$ cat src/rtl/pipe_line_rx.sv
// Receive stage of the temperature-telemetry serial link: UART-style deserialiser with
// parity/framing checks and alarm/shutdown flags. Optional RX_INPUT_SYNC_EN adds a 2-flop din synchroniser.
module pipe_line_rx #(
  parameter int DIV0        = 16,
  parameter int DIV1        = 32,
  parameter int DIV2        = 64,
  parameter int DIV3        = 128,
  parameter int ALARM_TH    = 120,
  parameter int SHUTDOWN_TH = 200
) (
  output logic [7:0] temp_out,
  output logic       parity_warning,
  output logic       frame_warning,
  output logic       shutdown,
  output logic       alarm,
  input  logic       clk,
  input  logic       rst,
  input  logic [1:0] bd_rate,
  input  logic       dnum,
  input  logic       snum,
  input  logic [1:0] par,
  input  logic       din,
  output logic [7:0] data
);

  localparam logic [7:0] D0        = 8'(DIV0);
  localparam logic [7:0] D1        = 8'(DIV1);
  localparam logic [7:0] D2        = 8'(DIV2);
  localparam logic [7:0] D3        = 8'(DIV3);
  localparam logic [7:0] ALARM_LVL = 8'(ALARM_TH);
  localparam logic [7:0] SHUT_LVL  = 8'(SHUTDOWN_TH);

  typedef enum logic [2:0] {
    S_IDLE   = 3'd0,
    S_START  = 3'd1,
    S_DATA   = 3'd2,
    S_PARITY = 3'd3,
    S_STOP   = 3'd4
  } state_t;

  state_t state, state_nxt;

  logic       rx;
  logic       rx_q;
  logic [1:0] cfg_bd;
  logic       cfg_dnum;
  logic       cfg_snum;
  logic [1:0] cfg_par;
  logic [7:0] baud_cnt;
  logic [2:0] bit_cnt;
  logic [7:0] shreg;
  logic       par_err;
  logic       stop_err;

  logic [7:0] div_sel;
  logic [7:0] half_m1;
  logic       tick_half;
  logic       tick_full;
  logic       fall;
  logic       last_data;
  logic       last_stop;
  logic       par_en;
  logic [7:0] data_byte;
  logic       frame_err;

`ifdef RX_INPUT_SYNC_EN
  logic [1:0] sync_q;

  always_ff @(posedge clk) begin
    if (rst) sync_q <= 2'b11;
    else     sync_q <= {sync_q[0], din};
  end

  assign rx = sync_q[1];
`else
  assign rx = din;
`endif

  always_comb begin
    div_sel = D0;
    case (cfg_bd)
      2'b00:   div_sel = D0;
      2'b01:   div_sel = D1;
      2'b10:   div_sel = D2;
      default: div_sel = D3;
    endcase
  end

  assign half_m1   = (div_sel >> 1) - 8'd1;
  assign tick_half = (baud_cnt == half_m1);
  assign tick_full = (baud_cnt == div_sel - 8'd1);
  assign fall      = rx_q & ~rx;
  assign last_data = (bit_cnt == (cfg_dnum ? 3'd6 : 3'd7));
  assign last_stop = cfg_snum ? (bit_cnt == 3'd1) : 1'b1;
  assign par_en    = (cfg_par == 2'b01) || (cfg_par == 2'b10);
  // 7-bit frames finish with their LSB one position higher in the shifter
  assign data_byte = cfg_dnum ? {1'b0, shreg[7:1]} : shreg;
  assign frame_err = stop_err | ~rx;

  always_ff @(posedge clk) begin
    if (rst) state <= S_IDLE;
    else     state <= state_nxt;
  end

  always_comb begin
    state_nxt = state;
    case (state)
      S_IDLE:   if (fall) state_nxt = S_START;
      S_START:  if (tick_half) state_nxt = rx ? S_IDLE : S_DATA;
      S_DATA:   if (tick_full && last_data) state_nxt = par_en ? S_PARITY : S_STOP;
      S_PARITY: if (tick_full) state_nxt = S_STOP;
      S_STOP:   if (tick_full && last_stop) state_nxt = S_IDLE;
      default:  state_nxt = S_IDLE;
    endcase
  end

  always_ff @(posedge clk) begin
    if (rst) begin
      rx_q           <= 1'b1;
      cfg_bd         <= 2'b00;
      cfg_dnum       <= 1'b0;
      cfg_snum       <= 1'b0;
      cfg_par        <= 2'b00;
      baud_cnt       <= 8'd0;
      bit_cnt        <= 3'd0;
      shreg          <= 8'd0;
      par_err        <= 1'b0;
      stop_err       <= 1'b0;
      temp_out       <= 8'd0;
      data           <= 8'd0;
      parity_warning <= 1'b0;
      frame_warning  <= 1'b0;
      alarm          <= 1'b0;
      shutdown       <= 1'b0;
    end else begin
      rx_q     <= rx;
      alarm    <= (temp_out >= ALARM_LVL);
      shutdown <= (temp_out >= SHUT_LVL);
      case (state)
        S_IDLE: begin
          baud_cnt <= 8'd0;
          bit_cnt  <= 3'd0;
          if (fall) begin
            cfg_bd   <= bd_rate;
            cfg_dnum <= dnum;
            cfg_snum <= snum;
            cfg_par  <= par;
            par_err  <= 1'b0;
            stop_err <= 1'b0;
          end
        end
        S_START: begin
          bit_cnt  <= 3'd0;
          baud_cnt <= tick_half ? 8'd0 : baud_cnt + 8'd1;
        end
        S_DATA: begin
          if (tick_full) begin
            baud_cnt <= 8'd0;
            shreg    <= {rx, shreg[7:1]};
            bit_cnt  <= last_data ? 3'd0 : bit_cnt + 3'd1;
          end else begin
            baud_cnt <= baud_cnt + 8'd1;
          end
        end
        S_PARITY: begin
          if (tick_full) begin
            baud_cnt <= 8'd0;
            // odd mode expects an odd total of ones, even mode an even total
            par_err  <= (^data_byte) ^ rx ^ (cfg_par == 2'b01);
          end else begin
            baud_cnt <= baud_cnt + 8'd1;
          end
        end
        S_STOP: begin
          if (tick_full) begin
            baud_cnt <= 8'd0;
            bit_cnt  <= bit_cnt + 3'd1;
            stop_err <= frame_err;
            if (last_stop) begin
              data           <= data_byte;
              parity_warning <= par_err;
              frame_warning  <= frame_err;
              if (!par_err && !frame_err) temp_out <= data_byte;
            end
          end else begin
            baud_cnt <= baud_cnt + 8'd1;
          end
        end
        default: begin
          baud_cnt <= 8'd0;
          bit_cnt  <= 3'd0;
        end
      endcase
    end
  end

endmodule

$ cat config.mk
export PLATFORM = sky130hd
export DESIGN_NAME = pipe_line_rx
export DESIGN_NICKNAME = d
export VERILOG_FILES = /design/src/rtl/pipe_line_rx.sv
export SDC_FILE = /design/constraint.sdc
export NUM_CORES = 1
export LEC_CHECK = 0
export CAP_MARGIN = 20
export CELL_PAD_IN_SITES_DETAIL_PLACEMENT = 1
export CELL_PAD_IN_SITES_GLOBAL_PLACEMENT = 1
export CORE_MARGIN = 2
export CORE_UTILIZATION = 35
export CTS_BUF_LIST = sky130_fd_sc_hd__clkbuf_4 sky130_fd_sc_hd__clkbuf_8
export CTS_CLUSTER_SIZE = 14
export DETAILED_ROUTE_END_ITERATION = 8
export DONT_BUFFER_PORTS = 1
export PLACE_DENSITY_LB_ADDON = 0.1
export SETUP_SLACK_MARGIN = 0.02
export SYNTH_ARGS = -nofsm -noshare
export SYNTH_HDL_FRONTEND = slang
export SYNTH_SLANG_ARGS = --single-unit
$ cat constraint.sdc
create_clock -name clk -period 5.8 [get_ports clk]
set_input_delay 0.58 -clock clk [delete_from_list [all_inputs] [get_ports clk]]
set_output_delay 0.58 -clock clk [all_outputs]
set_load 0.02 [all_outputs]
==> results.cfg <==
[synthesis]
synth_edf_count = 0
muxShareOfSynthArea_pct = 11.94
synth_compound_area_share_pct = 10.42
synth_top_family_by_area = simple AND/OR/NAND/NOR gates
synth_fp_nets = 277
synth_fa_ha_area_share_pct = 2.095
synthFlopType = dfxtp_1
synthArstFlopShare_pct = 0
synth_area_per_cell_sq_um = 9.048
yosysSeqAreaShare_pct = 42.74
synth_xor_area_share_pct = 6.600
synth_cell_types = 46
ys_ff_latch = 51
synth_simple_gate_area_share_pct = 22.52
synth_cells = 264
ys_warn_count = 0
syn_area_sq_um = 2389

[finish]
num_antenna_cells = 0
layout_common_cells = dfxtp_1 (51), nor2_1 (46), mux2i_1 (24), nand2_1 (15), a21oi_1 (13)
nets = 272
fillers = 794
drive_gt1_share_pct = 10.38
final_cell_area_sq_um = 2526
final_common_cell = dfxtp_1
area_growth_pct = 5.762

[clocking]
cts_tree = built
postCtsHoldBufs = 0
h-tree-depth = 2
post_cts_resized = 0
cts.sinks = 51
cts_root_buffer = clkbuf_8
insertion_delay_ps = 320
cts_buffers = 5
clk_pin_slew_ps = 110
postCtsSetupBuffers = 0
cts_buffer_depth = 2

[drt]
drcViolationCount = 0
detail-route-antenna-nets = 0
first_pass_iters = 3
num_vias = 1772
vias_per_cell = 5.212
initialDrtViolationCount = 49
wl_um = 5241
wl_per_cell_um = 15.41

[sta]
max_freq_mhz = 414.7
report.final.slew_viol_count = 0
setup_violations = 0
grt_setup_unrepaired = no
worst_slack_ps = 3389
skew_ps = 11.32
relSlewSlack_pct = 45.27
min_period_ps = 2411
finalCritPeriodShare_pct = 41.57
final.setup.tns_ps = 0
tightest_slew_ps = 816.5
hold_violations = 0

[status]
status = finished, final reports clean

[floorplan]
start_util_pct = 35.75
fp-row-count = 30
die_h_um = 86.61
io-pin-count = 29
dieArea_sq_um = 7501
core_region_area_sq_um = 6681
die_x_um = 86.61

[global_route]
overflow = 0
first_global_vias = 1701
grt_pass1_wl_um = 8866
grt_antenna_before_repair = 0
grt_max_degree = 47
grtUsageTotal_pct = 15.17

[hold_path]
hold_path.class = input port to flip-flop

[setup_path]
worstPathMaxFanout = 14
critical_path_class = flip-flop to flip-flop
end_kind = flip-flop
cp-start-kind = flip-flop
worstPathRequired_ps = 6060
arrival_ps = 2670

[placed_design]
dp_worst_setup_slack_ps = 3237
place_congestion = 0.7060
portBuffers = 0
placed_cell_area_sq_um = 2424
place_hpwl_um = 3742

[job]
drv_cap = 0

[pwr]
power_density_nw_per_um2 = 255.7
p_leak_nw = 0.8906
design_power_total_mw = 0.6459
ir_drop_mv = 0.1149
[layout make-up]
type,count,area (sq um),area share (%)
Multi-Input combinational cell,194,1280,50.67
Sequential cell,51,1021,40.42
Tap cell,80,100.1,3.962
Clock buffer,5,68.82,2.724
Clock inverter,3,26.28,1.040
Inverter,6,22.52,0.8915
Timing Repair Buffer,1,7.507,0.2972
[metal layers]
layer	part of all wire (%)	up-vias	global-route usage, %
met4	1.5	0	5.114
met1	51	852	21.73
li1	-	895	-
met2	44	20	21.89
met5	0	-	0
met3	3.7	5	4.190
[flip-flops by register name, indices dropped and copies added (netlist names)]
name / cells
baud_cnt: 8
data: 8
shreg: 8
temp_out: 8
bit_cnt: 3
state: 3
cfg_bd: 2
cfg_par: 2
alarm: 1
cfg_dnum: 1
cfg_snum: 1
frame_warning: 1
par_err: 1
parity_warning: 1
rx_q: 1
shutdown: 1
stop_err: 1
[Yosys cell counts, drive strengths merged (6+ instances only)]
| master | n | area share, % |
|---|---|---|
| clkbuf | 9 | 1.4 |
| nand2 | 16 | 2.8 |
| nor3 | 10 | 2.3 |
| a211oi | 8 | 2.5 |
| dfxtp | 51 | 43 |
| nor2b | 7 | 1.8 |
| nor2 | 46 | 7.2 |
| xor2 | 7 | 2.6 |
| or2 | 7 | 1.8 |
| inv | 6 | 0.94 |
| xnor2 | 11 | 4.0 |
| mux2i | 24 | 10 |
| a21oi | 14 | 3.1 |
[cell families (layout without fill, tap and decap cells)]
family,after synthesis,after routing
multiplexers,28,28
buffers and inverters,19,15
adder cells (fa/ha/maj),4,4
AND/OR/NAND/NOR,108,108
XOR/XNOR,18,18
flip-flops,51,51
AO/OA/AOI/OAI,36,36
[critical path: stages, from the launching register on]
cell     delay [ps]
dfxtp_1         360
ha_1            220
nand3_1         160
nor4_2          380
nand2_4         130
or4_4           650
or2_2           340
a21oi_1         120
[report_power, final]
part / switching [mW] / total [mW] / internal, mW
registers: 0.0134 / 0.371 / 0.357
clock network: 0.135 / 0.224 / 0.0892
logic: 0.0259 / 0.0509 / 0.0250
[through the flow]
stage	std cells	hold slack [ps]	utilization, %
6_report	340	334.3	37.81
3_5_place_dp	331	440.6	36.27
3_3_place_gp	331	426.4	36.27
4_1_cts	339	299.6	37.70
5_1_grt	340	308.4	37.81
2_1_floorplan	264	413.2	-
[worst paths after layout]
kind	from	endpoint	slack, ps	cells after the start
hold reg to reg	baud_cnt[0]$_SDFF_PP0_	baud_cnt[0]$_SDFF_PP0_	450	1
setup reg to reg	baud_cnt[0]$_SDFF_PP0_	temp_out[2]$_SDFFE_PP0P_	3390	7
setup / recovery	baud_cnt[0]$_SDFF_PP0_	temp_out[2]$_SDFFE_PP0P_	3390	7
hold / removal	rst	baud_cnt[2]$_SDFF_PP0_	330	1
No activity file was read; power rests on OpenSTA's default activity.
